$ cat config.mk
export PLATFORM = sky130hd
export DESIGN_NAME = alu_status_unit_flat
export DESIGN_NICKNAME = d
export VERILOG_FILES = /design/src/rtl/alu_status_if.sv /design/src/rtl/alu_status_unit.sv /design/src/flat_wrapper.sv
export SDC_FILE = /design/constraint.sdc
export NUM_CORES = 1
export LEC_CHECK = 0
export BUFFER_PORTS_ARGS = -buffer_cell sky130_fd_sc_hd__clkbuf_2
export CAP_MARGIN = 30
export CORE_MARGIN = 10
export CORE_UTILIZATION = 42
export CTS_CLUSTER_DIAMETER = 40
export DETAILED_ROUTE_END_ITERATION = 8
export PLACE_DENSITY = 0.75
export SLEW_MARGIN = 10
export SYNTH_ARGS = -nofsm -noshare
export SYNTH_HDL_FRONTEND = slang
export SYNTH_SLANG_ARGS = --single-unit
$ cat constraint.sdc
create_clock -name clk -period 3.55 [get_ports clk]
set_input_delay 0.355 -clock clk [delete_from_list [all_inputs] [get_ports clk]]
set_output_delay 0.355 -clock clk [all_outputs]
set_load 0.02 [all_outputs]
$ cat src/rtl/alu_status_if.sv
// Bus between the ALU and control unit on one side and alu_status_unit on the other.
// master = ALU/control side driving op data and acks, slave = the status unit.
interface alu_status_if #(
    parameter int CNT_W = 8
);
    logic             valid_in;
    logic [3:0]       control_in;
    logic [31:0]      result_in;
    logic [7:0]       status_in;
    logic [31:0]      pc_in;
    logic             exc_ack;
    logic             clear_flags;
    logic [7:0]       flags_out;
    logic             exc_req;
    logic [3:0]       exc_cause;
    logic [31:0]      exc_pc;
    logic [31:0]      exc_badaddr;
    logic [CNT_W-1:0] exc_count;
    logic             stall_out;

    modport master (
        output valid_in, control_in, result_in, status_in, pc_in, exc_ack, clear_flags,
        input  flags_out, exc_req, exc_cause, exc_pc, exc_badaddr, exc_count, stall_out
    );

    modport slave (
        input  valid_in, control_in, result_in, status_in, pc_in, exc_ack, clear_flags,
        output flags_out, exc_req, exc_cause, exc_pc, exc_badaddr, exc_count, stall_out
    );
endinterface

$ cat src/rtl/alu_status_unit.sv
// Registers ALU status flags and raises a held exception request (with stall) until acked.
// Define ALU_STATUS_STICKY_EN to make flags [6:5] and [3:2] accumulate until clear_flags.
module alu_status_unit #(
    parameter logic [2:0] EXC_MASK = 3'b000,
    parameter int         CNT_W    = 8
) (
    input  logic         clk,
    input  logic         reset,
    alu_status_if.slave  bus
);
    typedef enum logic {
        IDLE    = 1'b0,
        PENDING = 1'b1
    } state_t;

    state_t state, state_nxt;

    logic             accept_p0;
    logic             div0_p0;
    logic             mulovf_p0;
    logic             misalign_p0;
    logic             raise_p0;
    logic [3:0]       cause_p0;
    logic [7:0]       flags_nxt_p0;
    logic             ack_p0;

    logic [7:0]       flags_p1;
    logic [3:0]       cause_p1;
    logic [31:0]      pc_p1;
    logic [31:0]      badaddr_p1;
    logic [CNT_W-1:0] count_p1;

    logic             unused_status;
    assign unused_status = &{1'b0, bus.status_in[1:0]};

    function automatic logic [CNT_W-1:0] sat_inc(input logic [CNT_W-1:0] v);
        return (&v) ? v : v + {{(CNT_W-1){1'b0}}, 1'b1};
    endfunction

    // Stage p0: decode the incoming op against the current FSM state
    always_comb begin
        accept_p0   = bus.valid_in && (state == IDLE);
        ack_p0      = bus.exc_ack && (state == PENDING);
        div0_p0     = bus.status_in[2] && (bus.control_in == 4'd4);
        mulovf_p0   = bus.status_in[6] && (bus.control_in == 4'd5);
        misalign_p0 = bus.status_in[3] &&
                      ((bus.control_in == 4'd12) || (bus.control_in == 4'd13));

        // Causes are exclusive by control code, so masking before prioritising is safe
        cause_p0 = 4'd0;
        if (div0_p0 && !EXC_MASK[0])
            cause_p0 = 4'd1;
        else if (mulovf_p0 && !EXC_MASK[1])
            cause_p0 = 4'd2;
        else if (misalign_p0 && !EXC_MASK[2])
            cause_p0 = 4'd3;
        raise_p0 = accept_p0 && (cause_p0 != 4'd0);

`ifdef ALU_STATUS_STICKY_EN
        flags_nxt_p0 = {bus.status_in[7], flags_p1[6:5] | bus.status_in[6:5],
                        bus.status_in[4], flags_p1[3:2] | bus.status_in[3:2], 2'b00};
`else
        flags_nxt_p0 = {bus.status_in[7:2], 2'b00};
`endif
    end

    always_comb begin
        state_nxt = state;
        case (state)
            IDLE:    if (raise_p0) state_nxt = PENDING;
            PENDING: if (bus.exc_ack) state_nxt = IDLE;
            default: state_nxt = IDLE;
        endcase
    end

    always_ff @(posedge clk) begin
        if (reset)
            state <= IDLE;
        else
            state <= state_nxt;
    end

    // Stage p1: registered flags, exception record and counter
    always_ff @(posedge clk) begin
        if (reset) begin
            flags_p1   <= 8'h00;
            cause_p1   <= 4'd0;
            pc_p1      <= 32'h0;
            badaddr_p1 <= 32'h0;
            count_p1   <= '0;
        end else begin
            if (ack_p0) begin
                cause_p1   <= 4'd0;
                pc_p1      <= 32'h0;
                badaddr_p1 <= 32'h0;
            end else if (raise_p0) begin
                cause_p1   <= cause_p0;
                pc_p1      <= bus.pc_in;
                badaddr_p1 <= (cause_p0 == 4'd3) ? bus.result_in : 32'h0;
            end

            if (bus.clear_flags) begin
                flags_p1 <= 8'h00;
                count_p1 <= '0;
            end else begin
                if (accept_p0)
                    flags_p1 <= flags_nxt_p0;
                if (raise_p0)
                    count_p1 <= sat_inc(count_p1);
            end
        end
    end

    assign bus.flags_out   = flags_p1;
    assign bus.exc_req     = (state == PENDING);
    assign bus.stall_out   = (state == PENDING);
    assign bus.exc_cause   = cause_p1;
    assign bus.exc_pc      = pc_p1;
    assign bus.exc_badaddr = badaddr_p1;
    assign bus.exc_count   = count_p1;
endmodule
$ cat src/flat_wrapper.sv
// flat-port wrapper written by rule: the top's interface ports become plain ports
module alu_status_unit_flat 
#(
    parameter logic [2:0] EXC_MASK = 3'b000,
    parameter int         CNT_W    = 8
)
  (clk, reset, bus_valid_in, bus_control_in, bus_result_in, bus_status_in, bus_pc_in, bus_exc_ack, bus_clear_flags, bus_flags_out, bus_exc_req, bus_exc_cause, bus_exc_pc, bus_exc_badaddr, bus_exc_count, bus_stall_out);
  alu_status_if #(.CNT_W(CNT_W)) bus_i ();
  input  logic clk;
  input  logic reset;
  input wire logic [$bits(bus_i.valid_in)-1:0] bus_valid_in;
  input wire logic [$bits(bus_i.control_in)-1:0] bus_control_in;
  input wire logic [$bits(bus_i.result_in)-1:0] bus_result_in;
  input wire logic [$bits(bus_i.status_in)-1:0] bus_status_in;
  input wire logic [$bits(bus_i.pc_in)-1:0] bus_pc_in;
  input wire logic [$bits(bus_i.exc_ack)-1:0] bus_exc_ack;
  input wire logic [$bits(bus_i.clear_flags)-1:0] bus_clear_flags;
  output wire logic [$bits(bus_i.flags_out)-1:0] bus_flags_out;
  output wire logic [$bits(bus_i.exc_req)-1:0] bus_exc_req;
  output wire logic [$bits(bus_i.exc_cause)-1:0] bus_exc_cause;
  output wire logic [$bits(bus_i.exc_pc)-1:0] bus_exc_pc;
  output wire logic [$bits(bus_i.exc_badaddr)-1:0] bus_exc_badaddr;
  output wire logic [$bits(bus_i.exc_count)-1:0] bus_exc_count;
  output wire logic [$bits(bus_i.stall_out)-1:0] bus_stall_out;
  assign bus_i.valid_in = bus_valid_in;
  assign bus_i.control_in = bus_control_in;
  assign bus_i.result_in = bus_result_in;
  assign bus_i.status_in = bus_status_in;
  assign bus_i.pc_in = bus_pc_in;
  assign bus_i.exc_ack = bus_exc_ack;
  assign bus_i.clear_flags = bus_clear_flags;
  assign bus_flags_out = bus_i.flags_out;
  assign bus_exc_req = bus_i.exc_req;
  assign bus_exc_cause = bus_i.exc_cause;
  assign bus_exc_pc = bus_i.exc_pc;
  assign bus_exc_badaddr = bus_i.exc_badaddr;
  assign bus_exc_count = bus_i.exc_count;
  assign bus_stall_out = bus_i.stall_out;
  alu_status_unit #(.EXC_MASK(EXC_MASK), .CNT_W(CNT_W)) u_core (.clk(clk), .reset(reset), .bus(bus_i));
endmodule
After elaboration in Yosys (flattened, before gate mapping)
Index checks and enable logic that the tools add are counted.
- add/sub/neg operators: 1
- equal/unequal tests: 5
- multiplexer cells: 7
- bitwise logic cells: 2
- reductions and logical operators: 12
- operators by type and width (operator ; number):
    32-bit 2-to-1 mux ; 1
    8-bit by 1-bit adder with 8-bit output, second input constant ; 1
    4-bit by 3-bit equality test with 1-bit output, second input constant ; 2
    4-bit equality test, second input constant ; 2
    8-bit AND reduction ; 1
    1-bit logical AND ; 6
    2-bit 2-to-1 mux ; 3
    4-bit by 2-bit equality test with 1-bit output, second input constant ; 1
    4-bit nonzero test ; 1
    2-bit OR reduction ; 2
    1-bit 2-to-1 mux ; 2
    1-bit NOT ; 2
    1-bit one-hot mux with 2 select lines ; 1
    2-bit AND reduction ; 1
    1-bit logical OR ; 1
- register bits: 83
- input bits: 81
- output and inout bits: 86
- word-level logic and storage cells: 33

Depth between registers and ports, before layout
Gate-level depths: netlist of run 1.
- depth after elaboration: 10
- depth in mapped cells: 7
- depth with buffers taken out: 5

Least setup slack after synthesis of run 1
No wires, ideal clock.
- kind: register to register
- start: reg u_core.count_p1[0], in the netlist u_core.bus.exc_count[0]
- end: reg u_core.count_p1[3], in the netlist u_core.bus.exc_count[3]
- setup time: 0.070 ns
- data arrival time: 1.482 ns
- required time: 3.480 ns
- slack: 1.998 ns
- cell stages (with the launch flop): 6
- path buffers: 0
- clock period less this slack: 1.552 ns
- cell sequence: dfxtp_1 -> ha_1 -> nand3_1 -> nor2_1 -> or4_1 -> a21oi_1
- longest elaborated chain between the ends: 3
- elaborated cells between the ends (all ways): 4
- those cells by class: add/sub: 1; bitwise: 1; reduce/logical: 2
- RTL lines (element ; RTL line ; text):
    start, declared ; alu_status_unit.sv:31 ; logic [CNT_W-1:0] count_p1;
    start signal, assigned ; alu_status_unit.sv:109 ; count_p1 <= sat_inc(count_p1);
    parallel branches: the longest is 3 deep, another holds 8-bit by 1-bit adder with 8-bit output ; - ;
Several ways; the timed one is not identified.
A chain may end at the register's enable or synchronous reset.

Worst setup path in the final report of run 1
- start: in bus_control_in[0]
- end: reg u_core.pc_p1[6], in the netlist u_core.bus.exc_pc[6]
- longest elaborated chain between the ends: 8
- elaborated cells between the ends (all ways): 13
- those cells by class: eq/ne: 4; mux: 3; reduce/logical: 6
- RTL lines (element ; RTL line ; text):
    start, declared ; flat_wrapper.sv:12 ; input wire logic [$bits(bus_i.control_in)-1:0] bus_control_in;
    4-bit equality test ; alu_status_unit.sv:47 ; ((bus.control_in == 4'd12) || (bus.control_in == 4'd13));
    1-bit logical OR ; alu_status_unit.sv:47 ;
    1-bit logical AND ; alu_status_unit.sv:46 ; misalign_p0 = bus.status_in[3] &&
    2-bit 2-to-1 mux ; alu_status_unit.sv:55 ; else if (misalign_p0 && !EXC_MASK[2])
    2-bit 2-to-1 mux ; alu_status_unit.sv:53 ; else if (mulovf_p0 && !EXC_MASK[1])
    2-bit 2-to-1 mux * ; alu_status_unit.sv:51 ; if (div0_p0 && !EXC_MASK[0])
    4-bit nonzero test * ; alu_status_unit.sv:57 ; raise_p0 = accept_p0 && (cause_p0 != 4'd0);
    1-bit logical AND * ; alu_status_unit.sv:57 ;
    end signal, assigned ; alu_status_unit.sv:98 ; pc_p1 <= bus.pc_in;
    end, declared ; alu_status_unit.sv:29 ; logic [31:0] pc_p1;
Every way passes the cells marked *; elsewhere a longest branch is shown, timed or not.

==> results of run 1 <==
where the power goes:
group	internal, W	switching [W]	leakage, nW
Clock	0.000387	0.000307	0.102
Sequential	0.000924	0.00000833	0.655
Combinational	0.0000724	0.000130	1.04
Total	0.00138	0.000446	1.80
kinds of logic (layout without fill, tap and decap cells):
group | Yosys count | in the layout | synth area share, %
AOI/OAI and AO/OA | 158 | 158 | 25.5
and+or+nand+nor | 110 | 110 | 17.4
DFF | 81 | 81 | 49.2
buffers and inverters | 49 | 184 | 7.13
adders and majority gates | 1 | 1 | 0.379
other | 1 | 4 | 0.114
muxes | 1 | 1 | 0.341
per-stage QoR:
stage / area (um2) / utilization [%] / hold slack (ps)
2_1_floorplan: 3310 / - / 427
6_report: 4330 / 56.3 / 231
5_1_grt: 4330 / 56.3 / 226
4_1_cts: 4300 / 56.0 / 214
3_3_place_gp: 4080 / 53.0 / 441
3_5_place_dp: 4110 / 53.4 / 446
path summary, 6_finish.rpt:
path / from / end / slack [ps] / cells past startpoint
worst max register to register: u_core.bus.exc_req / u_core.bus.exc_count[0] / 1760 / 4
worst min-delay path: bus_status_in[7] / u_core.bus.flags_out[7] / 230 / 3
worst min register to register: u_core.bus.flags_out[3] / u_core.bus.flags_out[3] / 460 / 2
worst max-delay path: bus_control_in[0] / u_core.bus.exc_pc[6] / 1720 / 7
cell type report:
type	count	area (um2)
tap	102	128
sequential	81	1620
fill	734	3360
multi-input combinational	274	1470
timing repair buffer	169	908
inverter	1	3.75
clock inverter	4	70.1
clock buffer	10	128
per-layer routing:
layer,part of all wire (%),routed length (um),vias to the layer above
met3,12,1270,14
met2,46,4830,141
met5,0,0,-
met4,1.3,140,0
li1,-,-,1701
met1,40,4240,1582
critical path: stages:
cell and delay (ps):
sky130_fd_sc_hd__clkbuf_2 100, sky130_fd_sc_hd__mux2_2 360, sky130_fd_sc_hd__a21oi_4 460, sky130_fd_sc_hd__buf_16 240, sky130_fd_sc_hd__buf_4 300, sky130_fd_sc_hd__o21ai_0 130, sky130_fd_sc_hd__a21oi_1 140
synth_stat cells:
| cell type | n |
|---|---|
| sky130_fd_sc_hd__and4_1 | 1 |
| sky130_fd_sc_hd__buf_6 | 1 |
| sky130_fd_sc_hd__ha_1 | 1 |
| sky130_fd_sc_hd__o311ai_2 | 1 |
| sky130_fd_sc_hd__nand4_1 | 2 |
| sky130_fd_sc_hd__a21oi_2 | 1 |
| sky130_fd_sc_hd__dfxtp_1 | 81 |
| sky130_fd_sc_hd__conb_1 | 1 |
| sky130_fd_sc_hd__inv_1 | 1 |
| sky130_fd_sc_hd__a21o_1 | 2 |
| sky130_fd_sc_hd__or2_2 | 1 |
| sky130_fd_sc_hd__or3_1 | 1 |
| sky130_fd_sc_hd__nor2b_1 | 3 |
| sky130_fd_sc_hd__nand3_1 | 67 |
| sky130_fd_sc_hd__or4_1 | 4 |
| sky130_fd_sc_hd__nor3_1 | 2 |
| sky130_fd_sc_hd__and3b_1 | 1 |
| sky130_fd_sc_hd__a31oi_1 | 2 |
| sky130_fd_sc_hd__nand2_1 | 17 |
| sky130_fd_sc_hd__o41ai_1 | 1 |
| sky130_fd_sc_hd__a211oi_1 | 2 |
| sky130_fd_sc_hd__and3_1 | 1 |
| sky130_fd_sc_hd__nor3b_2 | 1 |
| sky130_fd_sc_hd__nor2_1 | 4 |
| sky130_fd_sc_hd__a21oi_1 | 78 |
| sky130_fd_sc_hd__and4b_1 | 1 |
| sky130_fd_sc_hd__o31ai_1 | 4 |
| sky130_fd_sc_hd__mux2_2 | 1 |
| sky130_fd_sc_hd__clkbuf_1 | 20 |
| sky130_fd_sc_hd__o31ai_2 | 1 |
| sky130_fd_sc_hd__buf_1 | 6 |
| sky130_fd_sc_hd__nand4b_1 | 2 |
| sky130_fd_sc_hd__buf_4 | 7 |
| sky130_fd_sc_hd__nand2b_1 | 2 |
| sky130_fd_sc_hd__buf_2 | 14 |
| sky130_fd_sc_hd__o21ai_0 | 66 |
sequential cells by signal, indices dropped and copies added, names as in the netlist:
signal and cells:
u_core.bus.exc_badaddr 32, u_core.bus.exc_cause 2, u_core.bus.exc_count 8, u_core.bus.exc_pc 32, u_core.bus.exc_req 1, u_core.bus.flags_out 6
==> PnR_summary.wiki, run 1 <==
{| class="wikitable"
! Metric !! Value
|-
| Number of vias per cell || ~5.4
|-
| Overflow left after global routing || 0
|-
| Slew at the pin closest to its max-slew limit || a little under 800 ps
|-
| Main area contributors after synthesis || sky130_fd_sc_hd__dfxtp_1 49%, sky130_fd_sc_hd__a21oi_1 12%, sky130_fd_sc_hd__nand3_1 10%
|-
| Number of violations of the max-capacitance limit || 0
|-
| Worst slack at placement || 1360 ps
|-
| CP Data Arrival Time || 2100 ps
|-
| Count of routing violations after the opening detailed-route iteration || 199
|-
| Max Clk Rate || 0.545 GHz
|-
| Worst-skew pair later-pin latency || about 340 ps
|-
| Max-Slew Margin vs Limit || 47.6%
|-
| Count of yosys warnings during synthesis || 0
|-
| Initial core utilization || 42.9%
|-
| Final RePlAce weighted congestion || 0.767
|-
| Number of slew-limit violations in the final report || 0
|-
| Static leakage power || 1.80 nW
|-
| Pin count of the biggest net entering global routing || 58
|-
| First drt pass iteration count || 6
|-
| Status || completed
|-
| Boundary Pins || about 170
|-
| Seq/Total Area, Yosys || 49.2%
|-
| Skew final || 12.5 ps
|-
| Total die area || 11800 um2
|-
| Die span in y || 109 um
|-
| Max Buffers Root-to-Sink || 2
|-
| Via count of the first global-routing pass || between 3000 and 4000
|-
| Cts hold-fix bufs || 0
|-
| Biggest area consumer among synthesized cells || sky130_fd_sc_hd__dfxtp_1
|-
| Avg Inst Size Synth || between 8 and 9 um2
|-
| Antenna diode count || 0
|-
| Net total in the final layout || ~620
|-
| Count of H-tree levels built during CTS || 3
|-
| Startpoint types || input pin
|-
| RSZ-0062 raised after global routing || no
|-
| Vias || 3438
|-
| Top fanout value on the critical path || 32
|-
| Post-synth top area share || 49.2%
|-
| GR met3 Demand/Resource || 8.67%
|-
| Antenna violation net count after detailed routing || 0
|-
| Placed insts || between 600 and 700
|-
| Worst setup margin || 1720 ps
|-
| Number of placement rows || 32
|-
| Routing usage on met2 || 26.0%
|-
| Class of the most critical hold timing path || input pin to register
|-
| Number of buffers added by the clock tree synthesis step || 9
|-
| Most common library cell in the layout ignoring fill and taps || sky130_fd_sc_hd__clkbuf_2
|-
| Register clock-pin slew on the reported worst setup and hold paths || 80 ps
|-
| CP endpoint kind || register
|-
| Synthesized cell area || 3300 um2
|-
| Clock net sink count || 81
|-
| Maximum vdd drop || 0.000275 V
|-
| #FFs+latches synth || approximately 80
|-
| Area of the placeable core || between 7000 and 8000 um2
|-
| Grt met1 use || 19.9%
|-
| GR Util All Layers || 16.9%
|-
| Commonest cells after routing, fill and taps aside || 160 x sky130_fd_sc_hd__clkbuf_2, 81 x sky130_fd_sc_hd__dfxtp_1, 78 x sky130_fd_sc_hd__a21oi_1
|-
| Sum Neg Setup Slack || 0 ps
|-
| Shortest clock period the worst path allows after layout || about 1800 ps
|-
| Count of different cell masters after synthesis || 36
|-
| Final routed wirelength across all metal layers || 10.5 mm
|-
| CTS Root Cell || sky130_fd_sc_hd__clkbuf_8
|-
| Total half-perimeter wirelength after legalization and detailed placement || 7.49 mm
|-
| Final hold violation count || 0
|-
| Class of the most critical setup path || input pin to register
|-
| Synth Instances || roughly 400
|-
| Routed length per placed instance || 16.3 um
|-
| Cell Pwr Density || 422 nW/um2
|-
| Share of cells above drive strength 1 || 35.4%
|-
| Number of cells upsized or downsized after cts || 0
|-
| Horizontal extent of the die || between 100 and 150 um
|-
| Peak-usage layer in the global routing report || met2
|-
| Period utilization || 51.7%
|-
| Crit path required time || around 3800 ps
|-
| Wire length of the first global-routing pass || 16.4 mm
|-
| Post-CTS setup buffer count || 0
|-
| Synth-to-Final Area Change || 31.3%
|-
| Post-route total power || 0.00183 W
|-
| CTS tree || built
|-
| Final setup violation count || 0
|-
| Final routed DRC violation total || 0
|-
| Number of I/O port buffers || between 150 and 200
|-
| Final cell count without fillers || around 640
|-
| Antenna violations before repair || 0
|}
No activity file was read; power rests on OpenSTA's default activity.
==> inputs of run 2 (changes only) <==
clock period = 1.9 ns   (was 3.55 ns; I/O delays follow)
==> run 2 against run 1 <==
  * Sequential power rose by 86%
  * Worst setup slack got worse by 1500 ps
  * Global-route usage rose by 0.47 points
  * Final cell count rose by 1.4%
==> PnR_summary.wiki, run 2 (synthesis results as in run 1) <==
{| class="wikitable"
! Metric !! Value
|-
| Via count of the first global-routing pass || 3473 (+4.2%)
|-
| Final routed DRC violation total || 0 (unchanged)
|-
| GR Util All Layers || 17.4% (+0.47 points)
|-
| Sum Neg Setup Slack || 0 ps (unchanged)
|-
| Grt met1 use || 20.7% (+0.81 points)
|-
| Final setup violation count || 0 (unchanged)
|-
| Final cell count without fillers || 650 (+1.4%)
|-
| Routing usage on met2 || 27.0% (+0.99 points)
|-
| Count of routing violations after the opening detailed-route iteration || 143 (-28%)
|-
| Antenna violation net count after detailed routing || 0 (unchanged)
|-
| Cts hold-fix bufs || 0 (unchanged)
|-
| Number of cells upsized or downsized after cts || 0 (unchanged)
|-
| Number of vias per cell || 5.39 (+0.42%)
|-
| Wire length of the first global-routing pass || 16.9 mm (+3.1%)
|-
| Count of H-tree levels built during CTS || 3 (unchanged)
|-
| Vias || 3501 (+1.8%)
|-
| Pin count of the biggest net entering global routing || 39 (-33%)
|-
| Max Clk Rate || roughly 0.6 GHz
|-
| Placed insts || 634 (+1.3%)
|-
| Slew at the pin closest to its max-slew limit || 517 ps (-268 ps)
|-
| CTS tree || built
|-
| Number of I/O port buffers || 160 (unchanged)
|-
| Static leakage power || 1.84 nW (+2.3%)
|-
| Area taken by flip-flops and latches || 1620 um2 (unchanged)
|-
| RSZ-0062 raised after global routing || no
|-
| Filler instances || 752 (+2.5%)
|-
| Cell Pwr Density || 799 nW/um2 (+89%)
|-
| Crit path required time || 2110 ps (-1700 ps)
|-
| Net total in the final layout || 625 (+1.1%)
|-
| Footprint of the multi-input gates || 1470 um2 (unchanged)
|-
| Top fanout value on the critical path || 9 (-72%)
|-
| Total half-perimeter wirelength after legalization and detailed placement || 7.77 mm (+3.7%)
|-
| Die span in y || 109 um (unchanged)
|-
| CP Data Arrival Time || 1850 ps (-250 ps)
|-
| Max-Slew Margin vs Limit || 65.4% (+18 points)
|-
| Final routed wirelength across all metal layers || 10.5 mm (+0.75%)
|-
| Status || completed
|-
| CP endpoint kind || register
|-
| Commonest cells after routing, fill and taps aside || 160 x sky130_fd_sc_hd__clkbuf_2, 81 x sky130_fd_sc_hd__dfxtp_1, 78 x sky130_fd_sc_hd__a21oi_1
|-
| Register clock-pin slew on the reported worst setup and hold paths || 80 ps (about the same)
|-
| Startpoint types || register
|-
| Area of the placeable core || 7690 um2 (unchanged)
|-
| Worst-skew pair later-pin latency || 340 ps (about the same)
|-
| Antenna violations before repair || 0 (unchanged)
|-
| Share of cells above drive strength 1 || 36.5% (+1.1 points)
|-
| Number of buffers added by the clock tree synthesis step || 9 (unchanged)
|-
| GR met3 Demand/Resource || 8.44% (-0.24 points)
|-
| Number of violations of the max-capacitance limit || 0 (unchanged)
|-
| CTS Root Cell || sky130_fd_sc_hd__clkbuf_8
|-
| Skew final || 8.59 ps (-3.90 ps)
|-
| Initial core utilization || 42.9% (unchanged)
|-
| Peak-usage layer in the global routing report || met2
|-
| Number of cells traversed by the worst register-to-register path || 5 (+1)
|-
| Hold path cells || 3 (unchanged)
|-
| Overflow left after global routing || 0 (unchanged)
|-
| Number of slew-limit violations in the final report || 0 (unchanged)
|-
| Total die area || 11800 um2 (unchanged)
|-
| Number of placement rows || 32 (unchanged)
|-
| Shortest clock period the worst path allows after layout || 1640 ps
|-
| Final hold violation count || 0 (unchanged)
|-
| Routed length per placed instance || 16.2 um (-0.65%)
|-
| Horizontal extent of the die || 109 um (unchanged)
|-
| Class of the most critical hold timing path || input pin to register
|-
| Boundary Pins || 167 (unchanged)
|-
| Most common library cell in the layout ignoring fill and taps || sky130_fd_sc_hd__clkbuf_2
|-
| Maximum vdd drop || 0.000541 V (+97%)
|-
| First drt pass iteration count || 4 (-2)
|-
| Class of the most critical setup path || register to register
|-
| Synth-to-Final Area Change || 33.5%
|-
| Clock net sink count || 81 (unchanged)
|-
| Antenna diode count || 0 (unchanged)
|-
| Period utilization || 86.3%
|-
| Max Buffers Root-to-Sink || 2 (unchanged)
|-
| Post-CTS setup buffer count || 0 (unchanged)
|-
| Final RePlAce weighted congestion || 0.787 (+2.7%)
|}
run 2: through the flow:
step / cell area, um2 / hold slack [ps] / setup slack, ps / power, W / utilization, %
6_report: 4400 / 60.8 / 260 / 0.00352 / 57.3
3_3_place_gp: 4180 / 417 / 301 / 0.00217 / 54.4
4_1_cts: 4400 / 49.2 / 235 / 0.00355 / 57.3
5_1_grt: 4400 / 63.5 / 83.4 / 0.00367 / 57.3
2_1_floorplan: 3310 / 262 / 348 / 0.00200 / -
3_5_place_dp: 4180 / 421 / 216 / 0.00217 / 54.4
run 2: per-layer routing:
layer	part of all wire [%]	wire, um
met1	39	4090
met3	12	1310
met2	47	5000
met4	1.4	143
met5	0	0
run 2: area by class of cell:
class	count	share of cell area, %
Multi-Input combinational cell	274	33.4
Clock inverter	5	1.79
Clock buffer	11	3.21
Sequential cell	81	36.8
Tap cell	102	2.90
Timing Repair Buffer	176	21.8
Inverter	1	0.0853
run 2: power breakdown:
group / switching, W / total [W] / internal, W
clock: 0.000613 / 0.00139 / 0.000775
sequential: 0.0000151 / 0.00174 / 0.00173
combinational: 0.000245 / 0.000389 / 0.000144
run 2: final timing paths:
| path | startpoint | slack (ps) | endpoint |
|---|---|---|---|
| setup / recovery | u_core.bus.exc_count[0] | 260 | u_core.bus.exc_count[0] |
| hold / removal | bus_status_in[5] | 60 | u_core.bus.flags_out[5] |
| setup reg to reg | u_core.bus.exc_count[0] | 260 | u_core.bus.exc_count[0] |
| hold reg to reg | u_core.bus.flags_out[5] | 460 | u_core.bus.flags_out[5] |
run 2: critical path, cell delays in order (launching register included):
cell                      delay [ps]
sky130_fd_sc_hd__dfxtp_1         420
sky130_fd_sc_hd__ha_1            220
sky130_fd_sc_hd__nand3_1         160
sky130_fd_sc_hd__nor2_1          460
sky130_fd_sc_hd__or4_1           190
sky130_fd_sc_hd__a21oi_1          60
==> inputs of run 3 (changes only) <==
ABC_AREA = 1   (was unset)
HOLD_SLACK_MARGIN = 0.08   (was unset)
PLACE_DENSITY = 0.74   (was 0.75)
==> run 3 against run 2 <==
  * Sequential power grew 2%
  * Critical path depth rose by 3
  * Fmax decreased by 3.2%
  * Global-route usage shrank 0.43 points
  * Combinational power rose by 21%
  * Total power up 7.7%
  * Worst hold slack better by 44 ps
  * Clock skew down 1.5 ps
  * Core utilization increased by 4.5 points
  * Critical endpoint is now u_core.bus.exc_badaddr[14]
==> PnR_summary.wiki, run 3 <==
{| class="wikitable"
! Metric !! Value
|-
| Slew at the pin closest to its max-slew limit || 663 ps (+146 ps)
|-
| CTS Root Cell || sky130_fd_sc_hd__clkbuf_8
|-
| Static leakage power || 2.12 nW (+15%)
|-
| Main area contributors after synthesis || sky130_fd_sc_hd__dfxtp_1 49%, sky130_fd_sc_hd__nand3_1 11%, sky130_fd_sc_hd__nand2_1 10%
|-
| Area taken by flip-flops and latches || 1620 um2 (about the same)
|-
| Count of different cell masters after synthesis || 23 (-36%)
|-
| Initial core utilization || 43.1% (+0.17 points)
|-
| Number of slew-limit violations in the final report || 0 (unchanged)
|-
| Synth Instances || 450 (+12%)
|-
| Final routed wirelength across all metal layers || 10.5 mm (-0.54%)
|-
| Overflow left after global routing || 0 (unchanged)
|-
| Clock net sink count || 81 (unchanged)
|-
| Count of routing violations after the opening detailed-route iteration || 174 (+22%)
|-
| Post-route core utilization || 61.7% (+4.5 points)
|-
| Top fanout value on the critical path || 16 (+7)
|-
| Avg Inst Size Synth || 7.40 um2 (-10%)
|-
| Maximum vdd drop || 0.000465 V (-14%)
|-
| Class of the most critical setup path || register to register
|-
| Startpoint types || register
|-
| Final hold violation count || 0 (unchanged)
|-
| Class of the most critical hold timing path || input pin to register
|-
| Total half-perimeter wirelength after legalization and detailed placement || 7.49 mm (-3.6%)
|-
| Shortest clock period the worst path allows after layout || 1690 ps (+54.4 ps)
|-
| GR Util All Layers || 16.9% (-0.43 points)
|-
| Commonest cells after routing, fill and taps aside || 160 x sky130_fd_sc_hd__clkbuf_2, 90 x sky130_fd_sc_hd__nand2_1, 80 x sky130_fd_sc_hd__dfxtp_1
|-
| Synth-to-Final Area Change || 43.3%
|-
| Most frequent cells after synthesis || 90 x sky130_fd_sc_hd__nand2_1, 81 x sky130_fd_sc_hd__dfxtp_1, 76 x sky130_fd_sc_hd__nand3_1
|-
| Filler instances || 689 (-8.4%)
|-
| RSZ-0062 raised after global routing || no
|-
| Final cell count without fillers || 738 (+14%)
|-
| Pin count of the biggest net entering global routing || 66 (+69%)
|-
| Max Clk Rate || 0.590 GHz (-3.2%)
|-
| Wire length of the first global-routing pass || 16.4 mm (-3.4%)
|-
| Crit path required time || 2100 ps (about the same)
|-
| Most common library cell in the layout ignoring fill and taps || sky130_fd_sc_hd__clkbuf_2
|-
| Cell Pwr Density || 794 nW/um2 (-0.64%)
|-
| Synthesized cell area || 3330 um2 (+0.91%)
|-
| Skew final || 7.10 ps (-1.48 ps)
|-
| Count of H-tree levels built during CTS || 3 (unchanged)
|-
| Worst-skew pair later-pin latency || 340 ps (about the same)
|-
| Area of the placeable core || 7730 um2 (+0.52%)
|-
| Status || completed
|-
| Period utilization || 89.2% (+2.9 points)
|-
| Count of yosys warnings during synthesis || 0 (unchanged)
|-
| CTS tree || built
|-
| Number of placement rows || 32 (unchanged)
|-
| Final setup violation count || 0 (unchanged)
|-
| Number of buffers added by the clock tree synthesis step || 9 (unchanged)
|-
| Register clock-pin slew on the reported worst setup and hold paths || 80 ps (about the same)
|-
| Net total in the final layout || 713 (+14%)
|-
| Most common flop cell mapped by yosys || sky130_fd_sc_hd__dfxtp_1
|-
| Fraction of synthesis flops using an asynchronous set or reset pin || 0% (unchanged)
|-
| Placed standard-cell area || 4190 um2 (+0.12%)
|-
| First drt pass iteration count || 4 (unchanged)
|-
| Antenna violations before repair || 0 (unchanged)
|-
| Placed insts || 689 (+8.7%)
|-
| Footprint of the multi-input gates || 1470 um2 (about the same)
|-
| Final routed DRC violation total || 0 (unchanged)
|-
| Number of vias per cell || 4.88 (-9.5%)
|-
| Boundary Pins || 167 (unchanged)
|-
| #FFs+latches synth || 81 (unchanged)
|-
| Max-Slew Margin vs Limit || 55.8% (-9.6 points)
|-
| Sum Neg Setup Slack || 0 ps (unchanged)
|-
| Horizontal extent of the die || 109 um (+0.37%)
|-
| Total die area || 11900 um2 (+0.75%)
|-
| Finished Cell Area || 4770 um2 (+8.4%)
|-
| Hold Worst Slack || 105 ps (+44.1 ps)
|-
| Final RePlAce weighted congestion || 0.823 (+4.5%)
|-
| Antenna violation net count after detailed routing || 0 (unchanged)
|-
| Number of enable-type register cells in the synthesized netlist || 0 (unchanged)
|-
| Most frequent cell after synthesis || sky130_fd_sc_hd__nand2_1
|-
| Antenna diode count || 0 (unchanged)
|-
| CP Data Arrival Time || 1900 ps (+50 ps)
|-
| Max Buffers Root-to-Sink || 2 (unchanged)
|-
| Biggest area consumer among synthesized cells || sky130_fd_sc_hd__dfxtp_1
|-
| Vias || 3599 (+2.8%)
|-
| Share of cells above drive strength 1 || 30.8% (-5.7 points)
|-
| Number of violations of the max-capacitance limit || 0 (unchanged)
|-
| Seq/Total Area, Yosys || 48.7% (-0.44 points)
|-
| Post-synth top area share || 48.7% (-0.44 points)
|-
| CP endpoint kind || register
|-
| Number of I/O port buffers || 160 (unchanged)
|-
| Routed length per placed instance || 14.2 um (-12%)
|-
| Die span in y || 109 um (+0.37%)
|-
| Via count of the first global-routing pass || 3298 (-5.0%)
|}
## run 3: cell families (layout without fill, tap and decap cells)
group | after synthesis | count (layout) | share of synthesized area (%)
compound gates | 79 | 79 | 11.9
xor+xnor | 3 | 3 | 0.790
fa+ha+maj | 1 | 1 | 0.376
buf+inv | 50 | 233 | 7.59
flops | 81 | 81 | 48.7
other cells | 1 | 4 | 0.113
simple gates | 235 | 235 | 30.5
## run 3: through the flow
stage,worst slack [ps],total power (W)
after floorplan,254,0.00206
after global placement,130,0.00223
after detailed placement,86.2,0.00223
after CTS,69.7,0.00384
after global routing,47.0,0.00396
final,205,0.00379
## run 3: routing by layer
layer	track usage [%]	vias up	wire, um
met2	26.3	132	4740
met3	7.37	6	1200
met1	20.4	1630	4470
li1	-	1831	-
met5	0	-	0
met4	6.03	0	72
## run 3: worst paths after layout
path | from | to | slack, ps | cells past startpoint
setup / recovery | u_core.bus.exc_req | u_core.bus.exc_badaddr[14] | 210 | 8
hold / removal | bus_status_in[7] | u_core.bus.flags_out[7] | 100 | 3
hold reg to reg | u_core.bus.exc_cause[0] | u_core.bus.exc_cause[0] | 470 | 2
setup reg to reg | u_core.bus.exc_req | u_core.bus.exc_badaddr[14] | 210 | 8
## run 3: layout make-up
type | count | area share [%]
Sequential cell | 81 | 34.0
Multi-Input combinational cell | 322 | 30.9
Timing Repair Buffer | 203 | 26.0
Clock buffer | 10 | 2.88
Tap cell | 102 | 2.68
Clock inverter | 6 | 2.41
Inverter | 14 | 1.10
## run 3: critical path, cell delays in order, from the launching register on
cell	delay [ps]
sky130_fd_sc_hd__dfxtp_2	400
sky130_fd_sc_hd__inv_1	70
sky130_fd_sc_hd__nand2_1	210
sky130_fd_sc_hd__nor2_1	80
sky130_fd_sc_hd__nand2_1	140
sky130_fd_sc_hd__nand3_4	210
sky130_fd_sc_hd__buf_4	250
sky130_fd_sc_hd__o21ai_0	160
sky130_fd_sc_hd__nor2_1	50
## run 3: power by group
part	total [W]	switching, W	internal (W)	leakage, nW
clock	0.00154	0.000629	0.000914	0.123
sequential	0.00178	0.0000273	0.00175	0.657
combinational	0.000470	0.000272	0.000198	1.34
## run 3: repair_timing
| action | in CTS | in global routing |
|---|---|---|
| endpoints found under the hold margin | 31 | 0 |
| endpoints found under the setup margin | 0 | 59 |
| hold buffers | 31 | 0 |
| buffers inserted | 0 | 2 |
| resized for setup | 0 | 2 |
